## config.mk

```make
export PLATFORM = sky130hd
export DESIGN_NAME = shift_seq
export DESIGN_NICKNAME = d
export VERILOG_FILES = /design/src/rtl/shift_seq.sv
export SDC_FILE = /design/constraint.sdc
export NUM_CORES = 1
export LEC_CHECK = 0
export CORE_MARGIN = 1
export CORE_UTILIZATION = 45
export DETAILED_ROUTE_END_ITERATION = 10
export GPL_TIMING_DRIVEN = 0
export PLACE_DENSITY = 0.68
export SKIP_LAST_GASP = 1
export SLEW_MARGIN = 20
export SYNTH_ARGS = -nofsm -noshare
export SYNTH_HDL_FRONTEND = slang
export SYNTH_SLANG_ARGS = --single-unit
```

## constraint.sdc

```tcl
create_clock -name clk -period 2.5 [get_ports clk]
set_clock_uncertainty 0.05 [all_clocks]
set_input_delay 0.25 -clock clk [delete_from_list [all_inputs] [get_ports clk]]
set_output_delay 0.25 -clock clk [all_outputs]
set_load 0.01 [all_outputs]
```

## src/rtl/shift_seq.sv

```systemverilog
// shift_seq: iterative 16-bit shifter sequencer for the ALU shift path.
// One request (operand, 4-bit amount, op) is captured and shifted through the
// power-of-two stages 8, 4, 2, 1 using a single reused stage shifter, then the
// result is registered on `out` with a one-cycle `done` pulse.
//
// Build option: define SHIFT_SEQ_SKIP_EN to apply only the set bits of the
// amount (latency max(popcount(cnt), 1) edges). Default is a fixed 4-edge walk.
module shift_seq (
  input  logic        clk,
  input  logic        rst_n,
  input  logic        start,
  input  logic [15:0] in,
  input  logic [3:0]  cnt,
  input  logic [1:0]  op,
  output logic        busy,
  output logic        done,
  output logic [15:0] out
);

  localparam logic [1:0] StIdle  = 2'd0;
  localparam logic [1:0] StShift = 2'd1;
  localparam logic [1:0] StDone  = 2'd2;

  localparam logic [1:0] OpRol = 2'b00;
  localparam logic [1:0] OpSll = 2'b01;
  localparam logic [1:0] OpSra = 2'b10;
  localparam logic [1:0] OpSrl = 2'b11;

  logic [1:0]  state_q, state_d;
  logic [15:0] acc_q, acc_d;
  logic [3:0]  mask_q, mask_d;
  logic [1:0]  op_q, op_d;
  logic [15:0] out_q, out_d;

  logic [1:0]  stage_k;    // exponent of the stage considered this edge
  logic        stage_en;   // stage actually shifts (its mask bit is set)
  logic        stage_last; // this SHIFT edge completes the request
  logic [3:0]  mask_nxt;
  logic [3:0]  amt;
  logic [15:0] stage_res;

`ifdef SHIFT_SEQ_SKIP_EN
  // Pick the highest remaining mask bit; an empty mask is a pass-through edge.
  always_comb begin
    stage_k  = 2'd0;
    stage_en = 1'b0;
    if (mask_q[3]) begin
      stage_k  = 2'd3;
      stage_en = 1'b1;
    end else if (mask_q[2]) begin
      stage_k  = 2'd2;
      stage_en = 1'b1;
    end else if (mask_q[1]) begin
      stage_k  = 2'd1;
      stage_en = 1'b1;
    end else if (mask_q[0]) begin
      stage_k  = 2'd0;
      stage_en = 1'b1;
    end
    mask_nxt   = stage_en ? (mask_q & ~(4'd1 << stage_k)) : mask_q;
    stage_last = (mask_nxt == 4'd0);
  end
`else
  logic [1:0] stage_q, stage_d;

  // Walk k = 3, 2, 1, 0 unconditionally; the mask only gates each stage.
  always_comb begin
    stage_k    = stage_q;
    stage_en   = mask_q[stage_q];
    mask_nxt   = mask_q;
    stage_last = (stage_q == 2'd0);
  end

  // Stage pointer reloads to 3 on every accepted request.
  always_comb begin
    stage_d = stage_q;
    if ((state_q == StIdle || state_q == StDone) && start) begin
      stage_d = 2'd3;
    end else if (state_q == StShift) begin
      stage_d = stage_q - 2'd1;
    end
  end

  // Stage pointer register.
  always_ff @(posedge clk or negedge rst_n) begin
    if (!rst_n) begin
      stage_q <= 2'd0;
    end else begin
      stage_q <= stage_d;
    end
  end
`endif

  assign amt = stage_en ? (4'd1 << stage_k) : 4'd0;

  // Single shared stage shifter, amount 0 or 2^k.
  always_comb begin
    stage_res = acc_q;
    unique case (op_q)
      OpRol:   stage_res = (acc_q << amt) | (acc_q >> (5'd16 - {1'b0, amt}));
      OpSll:   stage_res = acc_q << amt;
      OpSra:   stage_res = $unsigned($signed(acc_q) >>> amt);
      OpSrl:   stage_res = acc_q >> amt;
      default: stage_res = acc_q;
    endcase
  end

  // Sequencer next state: accept in IDLE/DONE, step stages in SHIFT.
  always_comb begin
    state_d = state_q;
    acc_d   = acc_q;
    mask_d  = mask_q;
    op_d    = op_q;
    out_d   = out_q;
    unique case (state_q)
      StIdle, StDone: begin
        state_d = StIdle;
        if (start) begin
          acc_d   = in;
          mask_d  = cnt;
          op_d    = op;
          state_d = StShift;
        end
      end
      StShift: begin
        acc_d  = stage_res;
        mask_d = mask_nxt;
        if (stage_last) begin
          out_d   = stage_res;
          state_d = StDone;
        end
      end
      default: state_d = StIdle;
    endcase
  end

  // Sequencer and result registers.
  always_ff @(posedge clk or negedge rst_n) begin
    if (!rst_n) begin
      state_q <= StIdle;
      acc_q   <= 16'h0000;
      mask_q  <= 4'd0;
      op_q    <= OpRol;
      out_q   <= 16'h0000;
    end else begin
      state_q <= state_d;
      acc_q   <= acc_d;
      mask_q  <= mask_d;
      op_q    <= op_d;
      out_q   <= out_d;
    end
  end

  // Status decodes straight from the state register.
  always_comb begin
    busy = (state_q == StShift);
    done = (state_q == StDone);
    out  = out_q;
  end

endmodule
```

---- After elaboration in Yosys (flattened, before gate mapping) ----
Index checks and enable logic that the tools add are counted.
cells by class
  $add $sub $neg .......................... 2
  order comparisons ....................... 1
  equality and inequality tests ........... 7
  shift-type cells ........................ 5
  mux-type cells .......................... 11
  bitwise operators ....................... 1
  reduce and logical (&&, ||, !) cells .... 11
operator list
  cell                 count
  $pmux 16 s4          1
  $pmux 16 s2          1
  $mux 16              1
  $or 16x16->16        1
  $shl 16x4->16        1
  $shr 16x4->16        1
  $shr 16x5->16        1
  $sshr 16x4->16       1
  $eq 2x2->1 const B   3
  $logic_not 2->1      3
  $mux 2               3
  $reduce_and 2->1     3
  $sub 5x4->5 const A  1
  $eq 2x1->1 const B   2
  $mux 4               1
  $pmux 2 s2           1
  $reduce_bool 2->1    2
  $shl 1x2->4 const A  1
  $lt 2x3->1 const B   1
  $bmux 1 s2           1
  $mux 1               2
  $ne 2x1->1 const B   1
  $ne 2x2->1 const B   1
  $reduce_or 2->1      1
  other kinds (3)      3
storage, ports and cells
  bits in registers ....................... 42
  output and inout bits ................... 18
  logic and storage cells ................. 44

---- Longest topological paths before layout ----
Gate-level depths: netlist of run 1.
  depth after elaboration ................. 8
  mapped depth ............................ 12

---- Worst setup path after synthesis of run 1 ----
Ideal clock, no wire load.
  path type ............................... register -> register
  start point ............................. register stage_q[0], in the netlist stage_k[0]
  end point ............................... register out_q[0], in the netlist out[0]
  data arrival time ....................... 2.543 ns
  required time ........................... 2.317 ns
  path slack .............................. -0.226 ns
  stages on the path, launching flop included .. 12
  path buffers ............................ 3
  cell sequence ........................... dfrtp_1 -> inv_1 -> ha_1 -> clkbuf_1 -> or3_1 -> clkbuf_1 -> and3_1 -> buf_2 -> mux4_2 -> o32ai_1 -> nor4_1 -> o21ai_1
between the ends
  cells in the longest elaborated chain, start to end .. 7
  elaborated cells on any way between the ends .. 13
ends and longest elaborated chain
  element                       line  RTL
  from (decl)                   64    logic [1:0] stage_q, stage_d;
  from (signal assigned)        89    stage_q <= stage_d;
  $bmux 1 s2                    69    stage_en = mask_q[stage_q];
  $mux 1 (implied by the code)  69
  $mux 4                        94    assign amt = stage_en ? (4'd1 << stage_k) : 4'd0;
  $sub 5x4->5                   100   OpRol: stage_res = (acc_q << amt) | (acc_q >> (5'd16 - {1'b0, amt}));
  $shr 16x5->16                 100
  $or 16x16->16                 100
  $pmux 16 s4                   99    unique case (op_q)
  to (signal assigned)          150   out_q <= out_d;
  to (decl)                     33    logic [15:0] out_q, out_d;
Parallel ways exist; a longest one is shown, timed or not. The select of a mux whose other input is x is not followed.
A chain may end at the register's enable or synchronous reset.

---- Worst setup path after layout of run 1 ----
  start point ............................. register stage_q[0], in the netlist stage_k[0]
  end point ............................... register out_q[11], in the netlist out[11]
Same word-level chain as after synthesis.

==> run_results.csv, run 1 <==
group,metric,value,unit
detailed_routing,drt-pass1-iter-count,6,
global_route,antenna_found_initial,0,
global_route,grt_max_degree,32,
detailed_routing,drc,0,
timing,slew_headroom,45.8,%
synth,netlist_instances,619,
floorplanning,start_util,46.5,%
placement,place_congestion,1.08,
floorplanning,die_x,103,um
global_route,overflow,0,
detailed_routing,drt_iter0_drc,844,
synth,yosysUniqueCellTypes,72,
detailed_routing,detail-route-antenna-nets,0,
floorplanning,io-pin-count,43,
synth,yosysWarningCount,0,
timing,fmax,347,MHz
timing,grt_setup_unrepaired,"true",
status,outcome,"finished, violations left",
detailed_routing,routed-via-count,6277,
cts,cts_root_buffer,"clkbuf_8",
job,max_cap_violations,0,
final_layout,areaGrowthSynthToFinish,41.7,%
worst_setup_path,critical_path_class,"reg -> reg",
final_layout,final_util,65.9,%
cts,clock-sinks,42,
detailed_routing,wl_per_cell,29.0,um
worst_setup_path,required,2.61,ns
cts,clk_path_buf_depth,2,
final_layout,num-nets-final,728,
synth,synth_flop_cell,"dfrtp_1",
timing,holdWs,0.295,ns
global_route,grt.total_usage,46.1,%
cts,htree_levels,2,
placement,hpwl,16900,um
worst_setup_path,critical_path.endpoint_type,"flip-flop",
final_layout,drive_gt1_share,30.9,%
timing,fin_crit,2.88,ns
synth,yosysSeqAreaShare,23.0,%
synth,yosysTopAreaCellShare,23.0,%
cts,cts_inserted_buffers,5,
timing,finalHoldViolCount,0,
synth,syn_avg_cell_area,7.38,um^2
floorplanning,core,9820,um^2
cts,insertion_delay,0.31,ns
timing,finalSetupViolations,32,
placement,dpl.cell_count,795,
worst_setup_path,r2r_start,"stage_k[0]$_DFFE_PN0P_",
placement,portBuffers,42,
cts,cts_tree,"done",
synth,async_flop_share,100,%
floorplanning,rows,36,
synth,synth_commonest_cells,"68 x nand2_1, 54 x nand3_1, 42 x dfrtp_1",
cts,clk_pin_slew,0.09,ns
timing,finalSetupTns,-9.31,ns
detailed_routing,vias_per_cell,7.54,
worst_hold_path,min_path_type,"in -> async",
synth,syn_area,4570,um^2
global_route,grt_pass1_wl,35200,um
timing,setup_ws,-0.380,ns
synth,yosysTopAreaCell,"dfrtp_1",
final_layout,diodes,0,
detailed_routing,routed_wl,24100,um
synth,syn-num-nets,648,
timing,worst_pin_slew,0.813,ns
final_layout,fin_cells,833,
synth,synth-edff-count,0,
worst_setup_path,worstSetupStartpointType,"flip-flop",
floorplanning,die_y,103,um
worst_setup_path,cp_max_fo,10,
synth,synth_most_common_cell,"nand2_1",
timing,period_share,115,%
status,violations,"negative setup slack",
worst_setup_path,cp-startpoint,"stage_k[0]$_DFFE_PN0P_",
timing,slew_viol_final,0,
global_route,grt_pass1_vias,5740,
synth,synth.area.top_cells,"dfrtp_1 23%, nand3_1 5.9%, nand2_1 5.6%, a211oi_1 4.6%, a21oi_1 3.9%",
floorplanning,dieArea,10600,um^2
worst_setup_path,worstPathArrival,2.99,ns
synth,ys_seq_elements,42,
-- layout make-up --
cell class                      count  area [um^2]
Fill cell                         831         3350
Inverter                           19         71.3
Tap cell                          133          166
Sequential cell                    42         1050
Clock inverter                      3         68.8
Clock buffer                        5         68.8
Multi-Input combinational cell    496         3840
Buffer                             58          490
Timing Repair Buffer               77          709
-- cell families (layout without fill, tap and decap cells) --
logic type	after synthesis	count (layout)	synth area share, %
xor+xnor	3	3	0.576
simple gates	222	222	24.2
buf+inv	81	162	8.30
compound gates	248	248	37.6
fa+ha+maj	4	4	1.10
mux	19	19	5.15
flops	42	42	23.0
-- path summary, 6_finish.rpt --
kind / cells after the start / slack, ns / endpoint
max: 9 / -0.38 / out[11]$_DFFE_PN0P_
min: 2 / 0.29 / op_q[1]$_DFFE_PN0P_
max reg2reg: 9 / -0.38 / out[11]$_DFFE_PN0P_
min reg2reg: 2 / 0.45 / out[12]$_DFFE_PN0P_
max in group asynchronous: 3 / 1.64 / acc_q[3]$_DFFE_PN0P_
min in group clk: 3 / 0.41 / mask_nxt[0]$_DFFE_PN0P_
-- state kept, by name, summed over array words and instances (netlist names) --
name and flops:
out 16, stage_k 2, op_q 2, mask_nxt 4, acc_q 16, state_q 2
-- routing by layer --
metal  global-route usage (%)  vias to the layer above  share of wire (%)
met4                     28.7                        0                7.9
met3                     14.1                      194                 15
met2                     68.9                      652                 42
li1                         -                     2530                  -
met1                     58.1                     2901                 36
met5                        0                        -                  0
-- cells in the final DEF, fill, tap and decap left out, drive strengths merged, types with 7 or more instances in the layout --
cell type and instances:
a22oi 20, clkdlybuf4s50 41, a21oi 36, and3 12
mux2i 10, o211ai 12, and2 10, nand2 70
nor3 12, clkbuf 31, nor4 8, a211oi 30
nand4 7, nand3 55, dfrtp 42, a31oi 17
buf 67, a21o 12, a311oi 7, inv 18
o21ai 54, nor2 29
-- through the flow --
| step | worst slack, ns | instance area [um^2] |
|---|---|---|
| after floorplan | -0.0118 | 4610 |
| after global placement | -1.30 | 5200 |
| after detailed placement | -1.27 | 5210 |
| after CTS | -0.290 | 6170 |
| after global routing | -0.425 | 6470 |
| final | -0.380 | 6470 |
-- worst max-delay path: stages, from the launching register on --
cell,delay (ns)
dfrtp_2,0.43
mux4_2,0.58
nand2_2,0.20
buf_6,0.19
clkbuf_4,0.24
o211ai_1,0.19
a32oi_1,0.29
o221ai_2,0.16
a21oi_2,0.27
o21ai_0,0.13
-- timing repair --
action,in CTS,in global routing
hold buffers,1,0
gates resized for setup,147,68
endpoints found under the setup margin,33,32
endpoints found under the hold margin,11,0
buffers inserted,26,7
pin swaps,18,25
Power of run 1 is not shown: default switching activity piles up to over one toggle a cycle in this logic, so the estimate is an artifact.
==> run 2: changes to the inputs <==
Settings changed: CAP_MARGIN set to 10.
==> results of run 2 <==
No change in the layout: final DEF, timing and power equal those of run 1.
Power of run 2 is left out for the same reason.
